[src/rtl/drive_sequencer_if.sv]
// drive_sequencer_if: command/feedback inputs and drive/strobe outputs of the drive sequencer.
interface drive_sequencer_if #(
  parameter int RPM_RESOLUTION = 16
);
  logic                      start;
  logic                      stop;
  logic                      fault_clr;
  logic [RPM_RESOLUTION-1:0] target_rpm;
  logic [RPM_RESOLUTION-1:0] rpm_meas_l;
  logic [RPM_RESOLUTION-1:0] rpm_meas_r;
  logic                      clk_en_tach;
  logic                      clk_en_adc;
  logic                      motor_en;
  logic [RPM_RESOLUTION-1:0] base_rpm;
  logic [2:0]                state;
  logic                      fault;
  modport master (
    output start, stop, fault_clr, target_rpm, rpm_meas_l, rpm_meas_r,
    input  clk_en_tach, clk_en_adc, motor_en, base_rpm, state, fault
  );
  modport slave (
    input  start, stop, fault_clr, target_rpm, rpm_meas_l, rpm_meas_r,
    output clk_en_tach, clk_en_adc, motor_en, base_rpm, state, fault
  );
endinterface

[src/rtl/drive_sequencer.sv]
// drive_sequencer: strobe generation, soft start/stop slewing of base_rpm and stall fault latching.
module drive_sequencer #(
  parameter int RPM_RESOLUTION = 16,
  parameter int TACH_DIV       = 1_000_000,
  parameter int ADC_DIV        = 100_000,
  parameter int RAMP_STEP      = 4,
  parameter int ARM_TICKS      = 4,
  parameter int STALL_TICKS    = 8,
  parameter int MAX_RPM        = 200
) (
  input logic              clk,
  input logic              reset_n,
  drive_sequencer_if.slave bus
);
  localparam int RW   = RPM_RESOLUTION;
  localparam int TW   = $clog2(TACH_DIV);
  localparam int AW   = $clog2(ADC_DIV);
  localparam int ARMW = $clog2(ARM_TICKS + 1);
  localparam int SW   = $clog2(STALL_TICKS + 1);
  localparam logic [TW-1:0]   TACH_LAST = TW'(TACH_DIV - 1);
  localparam logic [AW-1:0]   ADC_LAST  = AW'(ADC_DIV - 1);
  localparam logic [ARMW-1:0] ARM_LAST  = ARMW'(ARM_TICKS - 1);
  localparam logic [SW-1:0]   STALL_MAX = SW'(STALL_TICKS);
  localparam logic [RW-1:0]   MAX_V     = RW'(MAX_RPM);
  localparam logic [RW-1:0]   STEP_V    = RW'(RAMP_STEP);
  localparam logic [RW-1:0]   BRK_V     = RW'(2 * RAMP_STEP);

  typedef enum logic [2:0] {
    IDLE  = 3'd0,
    ARM   = 3'd1,
    RAMP  = 3'd2,
    RUN   = 3'd3,
    BRAKE = 3'd4,
    FAULT = 3'd5
  } state_t;

  state_t          state_q, state_d;
  logic [TW-1:0]   tach_cnt_q, tach_cnt_d;
  logic [AW-1:0]   adc_cnt_q, adc_cnt_d;
  logic            tach_en_q, tach_en_d;
  logic            adc_en_q, adc_en_d;
  logic [RW-1:0]   base_q, base_d;
  logic            motor_en_q, motor_en_d;
  logic            fault_q, fault_d;
  logic [ARMW-1:0] arm_q, arm_d;
  logic [SW-1:0]   stall_q, stall_d;
  logic [RW-1:0]   tgt, up, dn, brk, slew;
  logic [RW:0]     sum;
  logic            meas_zero;

  always_comb begin
    tach_en_d  = tach_cnt_q == TACH_LAST;
    adc_en_d   = adc_cnt_q == ADC_LAST;
    tach_cnt_d = tach_en_d ? '0 : tach_cnt_q + TW'(1);
    adc_cnt_d  = adc_en_d ? '0 : adc_cnt_q + AW'(1);
  end

  // Slew candidates are clamped at tgt/0 so base never wraps or overshoots.
  always_comb begin
    tgt       = (bus.target_rpm > MAX_V) ? MAX_V : bus.target_rpm;
    sum       = {1'b0, base_q} + {1'b0, STEP_V};
    up        = (sum > {1'b0, tgt}) ? tgt : sum[RW-1:0];
    dn        = (base_q - tgt > STEP_V) ? base_q - STEP_V : tgt;
    brk       = (base_q > BRK_V) ? base_q - BRK_V : '0;
    slew      = (base_q < tgt) ? up : (base_q > tgt) ? dn : base_q;
    meas_zero = (bus.rpm_meas_l == '0) || (bus.rpm_meas_r == '0);
  end

  always_comb begin
    state_d    = state_q;
    base_d     = base_q;
    motor_en_d = motor_en_q;
    fault_d    = fault_q;
    arm_d      = '0;
    stall_d    = '0;
    case (state_q)
      IDLE: begin
        base_d     = '0;
        motor_en_d = 1'b0;
        if (bus.start && !bus.stop) begin
          state_d    = ARM;
          motor_en_d = 1'b1;
        end
      end
      ARM: begin
        base_d = '0;
        arm_d  = arm_q;
        if (bus.stop) state_d = BRAKE;
        else if (adc_en_q) begin
          arm_d   = arm_q + ARMW'(1);
          state_d = (arm_q == ARM_LAST) ? RAMP : ARM;
        end
      end
      RAMP: begin
        if (bus.stop) state_d = BRAKE;
        else if (base_q == tgt) state_d = RUN;
        else if (adc_en_q) base_d = slew;
      end
      RUN: begin
        if (stall_q == STALL_MAX) begin
          state_d    = FAULT;
          base_d     = '0;
          motor_en_d = 1'b0;
          fault_d    = 1'b1;
        end else if (bus.stop || !bus.start) state_d = BRAKE;
        else begin
          stall_d = tach_en_q ? (meas_zero ? stall_q + SW'(1) : '0) : stall_q;
          if (adc_en_q) base_d = slew;
        end
      end
      BRAKE: begin
        if (base_q == '0) begin
          state_d    = IDLE;
          motor_en_d = 1'b0;
        end else if (adc_en_q) base_d = brk;
      end
      FAULT: begin
        base_d     = '0;
        motor_en_d = 1'b0;
        fault_d    = 1'b1;
        if (bus.fault_clr && !bus.start) begin
          state_d = IDLE;
          fault_d = 1'b0;
        end
      end
      default: begin
        state_d    = IDLE;
        base_d     = '0;
        motor_en_d = 1'b0;
      end
    endcase
  end

  always_ff @(posedge clk or negedge reset_n) begin
    if (!reset_n) begin
      state_q    <= IDLE;
      tach_cnt_q <= '0;
      adc_cnt_q  <= '0;
      tach_en_q  <= 1'b0;
      adc_en_q   <= 1'b0;
      base_q     <= '0;
      motor_en_q <= 1'b0;
      fault_q    <= 1'b0;
      arm_q      <= '0;
      stall_q    <= '0;
    end else begin
      state_q    <= state_d;
      tach_cnt_q <= tach_cnt_d;
      adc_cnt_q  <= adc_cnt_d;
      tach_en_q  <= tach_en_d;
      adc_en_q   <= adc_en_d;
      base_q     <= base_d;
      motor_en_q <= motor_en_d;
      fault_q    <= fault_d;
      arm_q      <= arm_d;
      stall_q    <= stall_d;
    end
  end

  assign bus.clk_en_tach = tach_en_q;
  assign bus.clk_en_adc  = adc_en_q;
  assign bus.motor_en    = motor_en_q;
  assign bus.base_rpm    = base_q;
  assign bus.state       = state_q;
  assign bus.fault       = fault_q;
endmodule

[src/flat_wrapper.sv]
// flat-port wrapper written by rule: the top's interface ports become plain ports
module drive_sequencer_flat 
#(
  parameter int RPM_RESOLUTION = 16,
  parameter int TACH_DIV       = 1_000_000,
  parameter int ADC_DIV        = 100_000,
  parameter int RAMP_STEP      = 4,
  parameter int ARM_TICKS      = 4,
  parameter int STALL_TICKS    = 8,
  parameter int MAX_RPM        = 200
)
  (clk, reset_n, bus_start, bus_stop, bus_fault_clr, bus_target_rpm, bus_rpm_meas_l, bus_rpm_meas_r, bus_clk_en_tach, bus_clk_en_adc, bus_motor_en, bus_base_rpm, bus_state, bus_fault);
  drive_sequencer_if #(.RPM_RESOLUTION(RPM_RESOLUTION)) bus_i ();
  input logic clk;
  input logic reset_n;
  input wire logic [$bits(bus_i.start)-1:0] bus_start;
  input wire logic [$bits(bus_i.stop)-1:0] bus_stop;
  input wire logic [$bits(bus_i.fault_clr)-1:0] bus_fault_clr;
  input wire logic [$bits(bus_i.target_rpm)-1:0] bus_target_rpm;
  input wire logic [$bits(bus_i.rpm_meas_l)-1:0] bus_rpm_meas_l;
  input wire logic [$bits(bus_i.rpm_meas_r)-1:0] bus_rpm_meas_r;
  output wire logic [$bits(bus_i.clk_en_tach)-1:0] bus_clk_en_tach;
  output wire logic [$bits(bus_i.clk_en_adc)-1:0] bus_clk_en_adc;
  output wire logic [$bits(bus_i.motor_en)-1:0] bus_motor_en;
  output wire logic [$bits(bus_i.base_rpm)-1:0] bus_base_rpm;
  output wire logic [$bits(bus_i.state)-1:0] bus_state;
  output wire logic [$bits(bus_i.fault)-1:0] bus_fault;
  assign bus_i.start = bus_start;
  assign bus_i.stop = bus_stop;
  assign bus_i.fault_clr = bus_fault_clr;
  assign bus_i.target_rpm = bus_target_rpm;
  assign bus_i.rpm_meas_l = bus_rpm_meas_l;
  assign bus_i.rpm_meas_r = bus_rpm_meas_r;
  assign bus_clk_en_tach = bus_i.clk_en_tach;
  assign bus_clk_en_adc = bus_i.clk_en_adc;
  assign bus_motor_en = bus_i.motor_en;
  assign bus_base_rpm = bus_i.base_rpm;
  assign bus_state = bus_i.state;
  assign bus_fault = bus_i.fault;
  drive_sequencer #(.RPM_RESOLUTION(RPM_RESOLUTION), .TACH_DIV(TACH_DIV), .ADC_DIV(ADC_DIV), .RAMP_STEP(RAMP_STEP), .ARM_TICKS(ARM_TICKS), .STALL_TICKS(STALL_TICKS), .MAX_RPM(MAX_RPM)) u_core (.clk(clk), .reset_n(reset_n), .bus(bus_i));
endmodule
[config.mk]
export PLATFORM = sky130hd
export DESIGN_NAME = drive_sequencer_flat
export DESIGN_NICKNAME = d
export VERILOG_FILES = /design/src/rtl/drive_sequencer_if.sv /design/src/rtl/drive_sequencer.sv /design/src/flat_wrapper.sv
export SDC_FILE = /design/constraint.sdc
export NUM_CORES = 1
export LEC_CHECK = 0
export ABC_AREA = 1
export BUFFER_PORTS_ARGS = -buffer_cell sky130_fd_sc_hd__buf_2
export CORE_UTILIZATION = 60
export DETAILED_ROUTE_END_ITERATION = 8
export HOLD_SLACK_MARGIN = 0.08
export PLACE_DENSITY_LB_ADDON = 0.05
export SLEW_MARGIN = 20
export SYNTH_ARGS = -nofsm -noshare
export SYNTH_HDL_FRONTEND = slang
export SYNTH_SLANG_ARGS = --single-unit
[constraint.sdc]
create_clock -name clk -period 3.6 [get_ports clk]
set_input_delay 0.36 -clock clk [delete_from_list [all_inputs] [get_ports clk]]
set_output_delay 0.36 -clock clk [all_outputs]
set_load 0.05 [all_outputs]
# Word level (Yosys, flattened, before mapping)
# Index checks and enable logic that the tools add are counted.
op_classes:
  mux: 42
  n_eq_ne: 25
  n_lt_le_gt_ge: 6
  addsub: 8
  n_reduce_logical: 17
  n_bitwise: 1
op_table:
  columns: ["operator", "n"]
  rows:
  - ["two-way mux 16 bit", 13]
  - ["zero test 16 bit", 3]
  - ["case mux 16 bit (3 select lines)", 1]
  - ["two-way mux 3 bit", 12]
  - ["adder 20 x 1 -> 20 bit, second input constant", 1]
  - ["== test 20 bit, second input constant", 1]
  - ["two-way mux 20 bit", 1]
  - ["two-way mux 4 bit", 5]
  - ["case mux 3 bit (6 select lines)", 1]
  - ["adder 16 x 3 -> 17 bit, second input constant", 1]
  - ["adder 17 x 1 -> 17 bit, second input constant", 1]
  - ["== test 17 bit, second input constant", 1]
  - ["greater-than comparator 17 x 16 -> 1 bit", 1]
  - ["two-way mux 17 bit", 1]
  - ["== test 16 bit", 1]
  - ["greater-than comparator 16 bit", 1]
  - ["greater-than comparator 16 x 3 -> 1 bit, second input constant", 1]
  - ["greater-than comparator 16 x 4 -> 1 bit, second input constant", 1]
  - ["greater-than comparator 16 x 8 -> 1 bit, second input constant", 1]
  - ["< comparator 16 bit", 1]
  - ["subtractor 16 bit", 1]
  - ["subtractor 16 x 3 -> 16 bit, second input constant", 1]
  - ["subtractor 16 x 4 -> 16 bit, second input constant", 1]
  - ["!= test 2 x 1 -> 1 bit, second input constant", 6]
  - ["other kinds (25)", 41]
word_totals:
  elab_cells: 109
  reg_bits: 67
  input_bits: 53
  output_inout_bits: 23

# Depth between registers and ports, before layout
# Gate-level depths: netlist of the first run.
depth:
  word_depth: 11
  mapped_depth: 30

# Worst setup path before layout of the first run
# Ideal clock, no wire load.
synth_path:
  path_type: "reg2reg"
  startpoint: "reg u_core.base_q[10], in the netlist u_core.bus.base_rpm[10]"
  endpoint: "reg u_core.base_q[3], in the netlist u_core.bus.base_rpm[3]"
  stages_incl_launch_ff: 22
  slack_ns: 0.416
  arrival_ns: 3.066
  setup_ns: 0.119
  period_less_slack_ns: 3.184
  required_time_ns: 3.481
  cell_sequence: "dfrtp_1 buf_2 inv_1 nor3_1 nand2_1 nor2_1 xor2_1 inv_1 ha_1 and3_1 nand4_1 nand2_1 nand2_1 buf_2 o211ai_1 nand2_1 nand2_1 nand2_1 nand2_1 nand2_1 nand2_1 nand2_1"
synth_between:
  elab_chain_len: 9
synth_rtl:
  columns: ["element", "line_no", "text"]
  rows:
  - ["start: declaration", "drive_sequencer.sv:42", "logic [RW-1:0] base_q, base_d;"]
  - ["start signal: assignment", "drive_sequencer.sv:152", "base_q <= base_d;"]
  - ["subtractor 16 bit", "drive_sequencer.sv:63", "dn = (base_q - tgt > STEP_V) ? base_q - STEP_V : tgt;"]
  - ["greater-than comparator 16 x 3 -> 1 bit", "drive_sequencer.sv:63", null]
  - ["two-way mux 16 bit", "drive_sequencer.sv:63", null]
  - ["two-way mux 16 bit (2 in series)", "drive_sequencer.sv:65", "slew = (base_q < tgt) ? up : (base_q > tgt) ? dn : base_q;"]
  - ["two-way mux 16 bit", "drive_sequencer.sv:97, drive_sequencer.sv:108", null]
  - ["two-way mux 16 bit, on equally long branches", "drive_sequencer.sv:105, drive_sequencer.sv:96", null]
  - ["two-way mux 16 bit, on equally long branches", "drive_sequencer.sv:100, drive_sequencer.sv:95", null]
  - ["case mux 16 bit (3 select lines)", "drive_sequencer.sv:76", "case (state_q)"]
# Several ways; a longest one is shown, not always the timed one. The select of a mux whose other input is x is not followed.
# A chain may end at the register's enable or synchronous reset.

# Final worst setup path of the first run
layout_path:
  startpoint: "reg u_core.base_q[7], in the netlist u_core.bus.base_rpm[7]"
  endpoint: "reg u_core.base_q[7], in the netlist u_core.bus.base_rpm[7]"
# Same word-level chain as after synthesis.

==> results of run 1 <==
cells by family (layout without fill, tap and decap cells):
logic type                 Yosys count  count (layout)  share of synthesized area [%]
other                                1              16                         0.0565
adders and majority gates           44              44                           8.41
xor gates and xnor gates            41              41                           5.41
buffers and inverters              178             276                           10.7
and+or+nand+nor                    565             565                           39.2
DFF                                 67              67                           25.3
AOI/OAI and AO/OA                  126             126                           10.9
synth_stat cells, drive strengths merged (5+ instances only):
cell type / count
a21oi: 50
buf: 13
clkbuf: 5
dfrtp: 67
ha: 43
inv: 159
nand2: 295
nand3: 82
nand4: 23
nor2: 121
nor3: 21
nor4: 15
o211ai: 7
o21a: 6
o21ai: 42
o21bai: 6
xor2: 38
per-stage QoR:
step | cells | instance area [sq um] | TNS (ns) | power [W] | hold WS, ns
2_1_floorplan | 1037 | 6690 | 0 | 0.00206 | 0.0644
3_3_place_gp | 1258 | 7330 | 0 | 0.00243 | 0.427
3_5_place_dp | 1258 | 7330 | -0.0112 | 0.00243 | 0.427
4_1_cts | 1275 | 7560 | 0 | 0.00317 | 0.320
5_1_grt | 1275 | 7580 | 0 | 0.00341 | 0.356
6_report | 1275 | 7580 | 0 | 0.00317 | 0.328
worst min-delay path by stage:
stage | to | slack, ns | startpoint | cells past startpoint
floorplan | u_core.adc_cnt_q[0]$_DFF_PN0_ | 0.06 | reset_n | 0
global placement | u_core.bus.base_rpm[12]$_DFFE_PN0P_ | 0.43 | reset_n | 1
detailed placement | u_core.bus.base_rpm[12]$_DFFE_PN0P_ | 0.43 | reset_n | 1
CTS | u_core.bus.fault$_DFFE_PN0P_ | 0.32 | bus_fault_clr | 3
global route | u_core.bus.fault$_DFFE_PN0P_ | 0.36 | bus_fault_clr | 3
finish | u_core.bus.fault$_DFFE_PN0P_ | 0.33 | bus_fault_clr | 3
critical path: cells and delay by family (launching register included):
| family | cells | cell delay (ns) |
|---|---|---|
| AND/OR/NAND/NOR | 12 | 1.30 |
| flip-flops | 1 | 0.59 |
| buffers and inverters | 3 | 0.48 |
| adder cells (fa/ha/maj) | 1 | 0.30 |
| AO/OA/AOI/OAI | 2 | 0.29 |
| XOR/XNOR | 1 | 0.25 |
registers in the layout, summed over array words and instances, names as in the netlist:
name / count
u_core.bus.state: 3
u_core.bus.clk_en_adc: 1
u_core.adc_cnt_q: 17
u_core.bus.base_rpm: 16
u_core.stall_q: 4
u_core.arm_q: 3
u_core.tach_cnt_q: 20
u_core.bus.clk_en_tach: 1
u_core.bus.fault: 1
u_core.bus.motor_en: 1
timing repair:
action                                  4_1_cts  5_1_grt
hold endpoints to repair                     27        0
hold buffers                                  1        0
endpoints found under the setup margin        0       11
resized for setup                             0        5
buffers inserted                              0        0
power groups by stage:
stage,logic [W],registers (W),clock network [W]
global route,0.00179,0.000843,0.000770
floorplan,0.00107,0.000988,0
global placement,0.00158,0.000848,0
CTS,0.00159,0.000834,0.000741
detailed placement,0.00158,0.000849,0
finish,0.00161,0.000837,0.000724
cell usage in the layout (no fill, tap or decap), types with 3 or more instances in the layout:
cell type / n
nand2_1: 278
inv_1: 153
nor2_1: 103
buf_2: 75
nand3_1: 74
dfrtp_1: 66
a21oi_1: 48
ha_1: 43
xor2_1: 37
o21ai_0: 31
buf_4: 23
nand4_1: 22
nor3_1: 18
conb_1: 16
nand2_2: 15
nor4_1: 13
nor2_2: 11
o21ai_1: 10
clkbuf_8: 10
nand3_2: 8
o211ai_1: 7
o21a_1: 6
o21bai_1: 6
inv_2: 5
nor2_4: 5
a31oi_1: 3
or2_2: 3
xnor2_1: 3
o22ai_1: 3
final cells by class:
type / instances / area [sq um]
Clock buffer: 11 / 141
Clock inverter: 5 / 85.1
Fill cell: 945 / 3210
Inverter: 160 / 603
Multi-Input combinational cell: 792 / 4320
Sequential cell: 67 / 1680
Tap cell: 140 / 175
Timing Repair Buffer: 100 / 578
routing by layer:
layer / wire length (microns) / part of all wire, % / track usage, % / up-vias
li1: - / - / - / 3494
met1: 7490 / 43 / 38.8 / 3023
met2: 8030 / 47 / 54.1 / 232
met3: 1210 / 7.0 / 5.47 / 49
met4: 497 / 2.9 / 13.2 / 0
met5: 0 / 0 / 0 / -
==> qor.txt, run 1 <==
Yosys warns: 0
Antenna Nets Post-Route: 0
Clock skew: 0.0107 ns
Worst setup path endpoint: u_core.bus.base_rpm[7]$_DFFE_PN0P_
Sw Share: 45.7%
Gr usage total: 31.5%
Vias in the first global route: 6372
First-pass GRT wire length: 28500 microns
Area contributors post-synth: dfrtp_1, nand2_1, inv_1, ha_1, nor2_1
Hold WC Path Type: in2reg
Routed len/inst: 13.5 microns
Slew Limit Headroom: 56.0%
Final GP Congestion: 0.932
Register-to-Register Path Depth: 19
Die Area: 11500 sq um
CP max FO: 10
Register area share after synthesis: 25.3%
CP Capture Type: flop
Post-Syn Area: 6640 sq um
EDFF count, synth: 0
Internal power: 0.00172 W
Crit share post-route: 91.4%
Fin worst setup slack: 0.308 ns
Status: completed
Flop2flop setup slack: 0.31 ns
1st-iter DRT viols: 531
Clock share of power: 22.8%
CTS H-tree lvls: 3
RSZ-0062 raised after global routing: false
Arrival time worst endpoint: 3.58 ns
Pin count of the biggest net entering global routing: 41
Most used cell along the critical path: nand2_1
DP HPWL: 13700 microns
Seq pwr share: 26.4%
Fmax: 304 MHz
CP Cell Sequence: inv_1 -> nor2_1 -> nand2_1 -> nor2_1 -> xor2_1 -> inv_1 -> ha_1 -> and3_1 -> nand4_1 -> nand2_1 -> nand2_1 -> buf_4 -> o211ai_1 -> nand2_1 -> nand2_1 -> nand2_1 -> nand2_1 -> nand2_1 -> o21ai_1
P_leak: 4.24 nW
Worst-Skew Late Latency: 0.37 ns
Combinational group share of total power: 50.8%
Top cell type by total area after synthesis: dfrtp_1
Core ar.: 10800 sq um
Final Setup Violations: 0
Slew Limit Fails: 0
Synth-to-Final Area Change: 14.3%
WS Path Type: reg2reg
NetSw: 0.00145 W
Drt total wl: 17200 microns
Final Util: 70.2%
# diodes: 0
IO Pins: 76
Area fraction of the dominant cell type after synthesis: 25.3%
Worst slew pin tran: 0.660 ns
Top_reg_cell synth: dfrtp_1
Syn avg cell area: 6.49 sq um
Vias/cell: 5.33
PD cells: 419 nW/um^2
CTS Sinks: 67
Pre-CTS setup slack: -0.0112 ns
Drt drc: 0
Critical Path RT: 3.89 ns
Port-buffer cells: 75
Final Hold Fails: 0
CTS max path bufs: 2
Slowest-stage cell, CP: dfrtp_1
Root buffer cell: clkbuf_8
Post-route minimum period: 3.29 ns
Worst setup SP type: flop
Row cnt: 38
Starting density of the core: 61.5%
IR drop worst, VDD: 0.326 mV
Clock-pin slew of the registers on the worst-case setup and hold paths: 0.08 ns
Peak per-stage delay on the critical path: 0.59 ns
Reg2reg start: u_core.bus.base_rpm[7]$_DFFE_PN0P_
Share of cells above drive strength 1: 15.8%
Grt ovf: 0
Via count: 6798
Initial antenna violation count: 0
Asr flop ratio synth: 100%
Detailed Routing Iterations Pass 1: 7
Distinct cells, synth: 51
Final #Nets: 1227
Critical path origin: u_core.bus.base_rpm[7]$_DFFE_PN0P_
Chip width: 107 microns
R2r endpoint: u_core.bus.base_rpm[7]$_DFFE_PN0P_
Die H: 107 microns
#FFs+latches synth: 67
Gate Count Post-Synth: 1022
CTS tree: done
Num CTS Buffers: 9
# Max-Cap Violations: 0
No activity file was read; power rests on OpenSTA's default activity.
==> run 2, diff against run 1 <==
--- a/config.mk
+++ b/config.mk
@@ -7,6 +7,7 @@
 export LEC_CHECK = 0
 export ABC_AREA = 1
 export BUFFER_PORTS_ARGS = -buffer_cell sky130_fd_sc_hd__buf_2
+export CORE_MARGIN = 2
 export CORE_UTILIZATION = 60
 export DETAILED_ROUTE_END_ITERATION = 8
 export HOLD_SLACK_MARGIN = 0.08
==> qor.txt, run 2 (synthesis gave the netlist of run 1 again) <==
RSZ-0062 raised after global routing: false
Share of cells above drive strength 1: 16.3%
Fmax: 303 MHz
Vias in the first global route: 6333
Port-buffer cells: 75
Placed Cells: 1264
Critical Path RT: 3.84 ns
P_leak: 4.27 nW
Clock share of power: 22.0%
Final Hold Fails: 0
Chip width: 109 microns
Pin count of the biggest net entering global routing: 36
Die H: 109 microns
NetSw: 0.00141 W
Slew Limit Fails: 0
DP HPWL: 13700 microns
Internal power: 0.00171 W
CP Capture Type: flop
Grt ovf: 0
Die Area: 11900 sq um
Most common cell after layout, fill and taps aside: nand2_1
Arrival time worst endpoint: 3.54 ns
Root buffer cell: clkbuf_8
Worst setup SP type: flop
Antenna Nets Post-Route: 0
PD cells: 409 nW/um^2
Num CTS Buffers: 9
# fillers: 975
First-pass GRT wire length: 28400 microns
Vias/cell: 5.32
1st-iter DRT viols: 541
CTS tree: done
Clock-pin slew of the registers on the worst-case setup and hold paths: 0.08 ns
Initial antenna violation count: 0
WS Path Type: reg2reg
Drt drc: 0
Slew Limit Headroom: 46.9%
# Max-Cap Violations: 0
Register-to-Register Path Depth: 21
Status: completed
Commonest cells after routing, fill and taps aside: nand2_1, inv_1, nor2_1
Final #Nets: 1232
Row cnt: 38
Setup TNS: 0 ns
Via count: 6811
Starting density of the core: 61.5%
Post-route minimum period: 3.30 ns
Routed len/inst: 13.2 microns
Top reg by flops: u_core.tach_cnt_q
IO Pins: 76
Hold WC Path Type: in2async
Synth-to-Final Area Change: 14.7%
Worst slew pin tran: 0.797 ns
Seq pwr share: 26.8%
Final GP Congestion: 0.957
IR drop worst, VDD: 0.283 mV
Drt total wl: 16900 microns
CTS Sinks: 67
Core ar.: 10800 sq um
Worst-Skew Late Latency: 0.36 ns
Sw Share: 45.2%
CTS max path bufs: 2
Max FFs per register: 20
Gr usage total: 30.0%
Crit share post-route: 91.6%
Sequential cell area: 1680 sq um
Final non-filler cell total: 1280
# diodes: 0
Detailed Routing Iterations Pass 1: 6
Combinational group share of total power: 51.2%
CP max FO: 10
Multi-input gate area: 4340 sq um
CTS H-tree lvls: 3
Final Setup Violations: 0
Clock skew: 0.00780 ns
[run 2: cell types whose count changed in the layout (fill, tap and decap cells not counted), sizes merged]
cell,change
clkinv,+2
inv,-1
dlygate4sd3,-1
clkbuf,-1
buf,+6
[run 2: worst max-delay path, cell delays in order (launching register included)]
cell and delay [ns]:
dfrtp_1 0.41, ha_1 0.19, nand4_1 0.19, nor2_1 0.23
nand2_1 0.09, nor2_1 0.16, xor2_1 0.26, inv_1 0.08
ha_1 0.30, and3_1 0.17, nand4_1 0.10, nand2_1 0.14
nand2_1 0.10, buf_4 0.18, o211ai_1 0.16, nand2_1 0.08
nand2_1 0.06, nand2_1 0.05, nand2_1 0.06, nand2_1 0.06
nand2_1 0.06, nand2_1 0.06
[run 2: layout make-up]
cell class,count,share of cell area [%]
tap,140,2.30
multi-input combinational,792,57.0
inverter,160,7.93
sequential,67,22.0
clock inverter,6,1.18
clock buffer,10,1.68
timing repair buffer,105,7.89
[run 2: power by group through the flow]
| stage | registers (W) | logic, W | clock network, W |
|---|---|---|---|
| floorplan | 0.000988 | 0.00107 | 0 |
| global placement | 0.000847 | 0.00155 | 0 |
| detailed placement | 0.000849 | 0.00156 | 0 |
| CTS | 0.000834 | 0.00157 | 0.000700 |
| global route | 0.000841 | 0.00179 | 0.000727 |
| finish | 0.000835 | 0.00160 | 0.000684 |
[run 2: final timing paths]
| kind | endpoint | from | slack, ns |
|---|---|---|---|
| max in group asynchronous | u_core.bus.base_rpm[6]$_DFFE_PN0P_ | reset_n | 2.79 |
| hold reg to reg | u_core.tach_cnt_q[2]$_DFF_PN0_ | u_core.tach_cnt_q[2]$_DFF_PN0_ | 0.49 |
| setup / recovery | u_core.bus.base_rpm[6]$_DFFE_PN0P_ | u_core.bus.base_rpm[3]$_DFFE_PN0P_ | 0.30 |
| setup reg to reg | u_core.bus.base_rpm[6]$_DFFE_PN0P_ | u_core.bus.base_rpm[3]$_DFFE_PN0P_ | 0.30 |
| hold / removal | u_core.tach_cnt_q[16]$_DFF_PN0_ | reset_n | 0.08 |
| min in group clk | u_core.bus.fault$_DFFE_PN0P_ | bus_fault_clr | 0.35 |
[run 2: metrics by stage]
stage,hold WS [ns],setup WS [ns],util [%],total power [W],instance area [sq um]
global placement,0.474,0.110,68.2,0.00240,7360
floorplan,0.0644,0.416,-,0.00206,6690
global route,0.149,0.0170,70.5,0.00336,7610
finish,0.0838,0.301,70.5,0.00311,7610
CTS,0.0953,0.344,70.2,0.00311,7580
detailed placement,0.482,0.0369,68.2,0.00241,7360
[run 2: what timing repair did]
action,in CTS,in global routing
hold buffers,0,0
gates resized for setup,0,7
setup buffers,0,0
endpoints found under the setup margin,0,9
[run 2: metal layers]
metal / wire [microns] / vias to the layer above / global-route usage [%]
li1: - / 3506 / -
met1: 7470 / 3051 / 37.6
met2: 8010 / 215 / 52.7
met3: 991 / 39 / 4.54
met4: 387 / 0 / 9.80
met5: 0 / - / 0
==> run 3, diff against run 2 <==
--- a/config.mk
+++ b/config.mk
@@ -5,7 +5,6 @@
 export SDC_FILE = /design/constraint.sdc
 export NUM_CORES = 1
 export LEC_CHECK = 0
-export ABC_AREA = 1
 export BUFFER_PORTS_ARGS = -buffer_cell sky130_fd_sc_hd__buf_2
 export CORE_MARGIN = 2
 export CORE_UTILIZATION = 60
==> qor.txt, run 3 <==
Post-route minimum period: 3.65 ns
Worst-Skew Late Latency: 0.36 ns
IR drop worst, VDD: 0.279 mV
1st-iter DRT viols: 881
Pin count of the biggest net entering global routing: 51
P_leak: 3.74 nW
Final non-filler cell total: 1057
Initial antenna violation count: 0
First-pass GRT wire length: 30900 microns
Share of cells above drive strength 1: 32.8%
Distinct cells, synth: 93
Post-Syn Area: 6000 sq um
Area fraction of the dominant cell type after synthesis: 27.9%
Peak per-stage delay on the critical path: 0.45 ns
Via count: 6787
Placed Cells: 1029
CTS Sinks: 67
Routed len/inst: 19.6 microns
Grt ovf: 0
Syn avg cell area: 8.19 sq um
Drt drc: 0
Top cells by count, synth: nor2_1, nand2_1, dfrtp_1
Yosys warns: 0
CP max FO: 3
CTS max path bufs: 2
Final Util: 83.0%
Root buffer cell: clkbuf_8
WS Path Type: reg2reg
Synth-to-Final Area Change: 34.5%
Top cell type by total area after synthesis: dfrtp_1
RSZ-0062 raised after global routing: true
Most common cell after layout, fill and taps aside: buf_4
Hold WC Path Type: in2reg
Chip width: 104 microns
Arrival time worst endpoint: 3.92 ns
CTS tree: done
Row cnt: 36
Vias in the first global route: 6344
Status: finished with violations
Final #Nets: 1016
Fmax: 274 MHz
Slew Limit Fails: 0
Die H: 104 microns
DP HPWL: 14600 microns
Final Setup Violations: 3
Core ar.: 9730 sq um
Final GP Congestion: 1.03
CTS H-tree lvls: 3
Worst setup SP type: flop
Num CTS Buffers: 9
Clock share of power: 35.1%
Area contributors post-synth: dfrtp_1, ha_1, nor2_1, nand2_1, xnor2_1
Die Area: 10800 sq um
Top-count cell post-synth: nor2_1
EDFF count, synth: 0
Drt total wl: 20700 microns
Antenna Nets Post-Route: 0
Slowest-stage cell, CP: dfrtp_4
Port-buffer cells: 75
Combinational group share of total power: 25.8%
Internal power: 0.00137 W
Commonest cells after routing, fill and taps aside: buf_4, nor2_1, nand2_1
Starting density of the core: 61.7%
Max FFs per register: 20
Slew Limit Headroom: 44.2%
CP Capture Type: flop
Sw Share: 34.1%
Detailed Routing Iterations Pass 1: 8
# Max-Cap Violations: 0
Vias/cell: 6.42
Clock skew: 0.0179 ns
#FFs+latches synth: 67
# diodes: 0
Violated checks: negative setup slack
Gr usage total: 35.0%
Critical Path RT: 3.87 ns
Clock-pin slew of the registers on the worst-case setup and hold paths: 0.09 ns
NetSw: 0.000711 W
IO Pins: 76
Seq pwr share: 39.1%
Fin worst setup slack: -0.0481 ns
Top reg by flops: u_core.tach_cnt_q
Gate Count Post-Synth: 733
Worst slew pin tran: 0.830 ns
Asr flop ratio synth: 100%
Final Hold Fails: 0
Top_reg_cell synth: dfrtp_1
# fillers: 615
CP Cell Sequence: buf_4 -> ha_2 -> nand2_2 -> nor2_4 -> nand2_1 -> nor2_1 -> xor2_1 -> ha_1 -> buf_4 -> a21oi_1 -> a21boi_0 -> o41ai_4 -> nand2_2 -> a21oi_4 -> o211ai_1 -> or3_1 -> o211ai_1
PD cells: 258 nW/um^2
Crit share post-route: 101%
Register area share after synthesis: 27.9%
-- run 3: changes by cell type after synthesis, moves of 11 or more --
cell | before | now
clkbuf_1 | 5 | 16
inv_1 | 153 | 15
nand2_1 | 278 | 78
nand2_2 | 15 | 1
nand2b_1 | 0 | 12
nand3_1 | 75 | 31
nor2_1 | 105 | 82
nor2b_1 | 0 | 13
or3_1 | 1 | 12
xnor2_1 | 3 | 29
xor2_1 | 38 | 26
-- run 3: worst paths after layout --
| check | startpoint | end | slack (ns) | cells after the start |
|---|---|---|---|---|
| hold reg to reg | u_core.tach_cnt_q[0]$_DFF_PN0_ | u_core.tach_cnt_q[0]$_DFF_PN0_ | 0.47 | 1 |
| min in group asynchronous | reset_n | u_core.bus.fault$_DFFE_PN0P_ | 0.56 | 2 |
| setup / recovery | u_core.bus.base_rpm[3]$_DFFE_PN0P_ | u_core.bus.base_rpm[13]$_DFFE_PN0P_ | -0.05 | 17 |
| setup reg to reg | u_core.bus.base_rpm[3]$_DFFE_PN0P_ | u_core.bus.base_rpm[13]$_DFFE_PN0P_ | -0.05 | 17 |
| hold / removal | bus_start | u_core.bus.motor_en$_DFFE_PN0P_ | 0.31 | 2 |
| max in group asynchronous | reset_n | u_core.adc_cnt_q[1]$_DFF_PN0_ | 2.31 | 3 |
-- run 3: worst max-delay path: cells and delay by family, from the launching register on --
kind	cells	cell delay, ns
AOI/OAI and AO/OA	6	1.18
xor gates and xnor gates	1	0.21
buffers and inverters	2	0.27
and+or+nand+nor	6	0.97
adders and majority gates	2	0.47
DFF	1	0.45
-- run 3: through the flow --
stage          setup slack [ns]  hold slack [ns]  setup TNS [ns]  total power [W]  cell area (sq um)
2_1_floorplan            0.0105           0.0644               0          0.00114               6190
3_3_place_gp             -0.239            0.455           -2.29          0.00130               7350
3_5_place_dp             -0.367            0.468           -3.89          0.00132               7350
4_1_cts               -0.000891            0.260       -0.000891          0.00204               7660
5_1_grt                  -0.189            0.317          -0.904          0.00216               8070
6_report                -0.0481            0.308          -0.104          0.00208               8070
-- run 3: repair_timing --
item                                   CTS  global route
setup endpoints to repair               14            16
gates cloned                             0             0
hold buffers                             0             1
endpoints found under the hold margin    0             9
pin swaps                               18            35
resized for setup                       13            61
buffers inserted                         3             8
-- run 3: power by group through the flow --
stage               Sequential, W  Clock (W)  Combinational [W]
finish                   0.000814   0.000730           0.000538
global route             0.000820   0.000763           0.000572
CTS                      0.000812   0.000728           0.000497
detailed placement       0.000827          0           0.000491
global placement         0.000826          0           0.000472
floorplan                0.000876          0           0.000263
-- run 3: cell type report --
cell class | instances | area, sq um | share of cell area, %
Clock inverter | 7 | 100 | 1.24
Sequential cell | 67 | 1680 | 20.8
Inverter | 15 | 56.3 | 0.697
Clock buffer | 9 | 124 | 1.53
Timing Repair Buffer | 189 | 1270 | 15.7
Tap cell | 133 | 166 | 2.06
Multi-Input combinational cell | 637 | 4680 | 57.9
-- run 3: cell families (layout without fill, tap and decap cells) --
logic type	after synthesis	count (layout)	share of synthesized area (%)
XOR/XNOR	55	55	8.02
AND/OR/NAND/NOR	342	342	29.3
other	1	16	0.0625
multiplexers	5	5	0.855
AO/OA/AOI/OAI	175	175	21.2
flip-flops	67	67	27.9
buffers and inverters	44	220	3.27
adder cells (fa/ha/maj)	44	44	9.30
-- run 3: metal layers --
metal / routed length, microns / GRT usage (%) / up-vias
li1: - / - / 3073
met3: 1870 / 7.46 / 115
met4: 1040 / 15.7 / 0
met2: 9880 / 57.5 / 425
met5: 0 / 0 / -
met1: 7950 / 44.4 / 3174
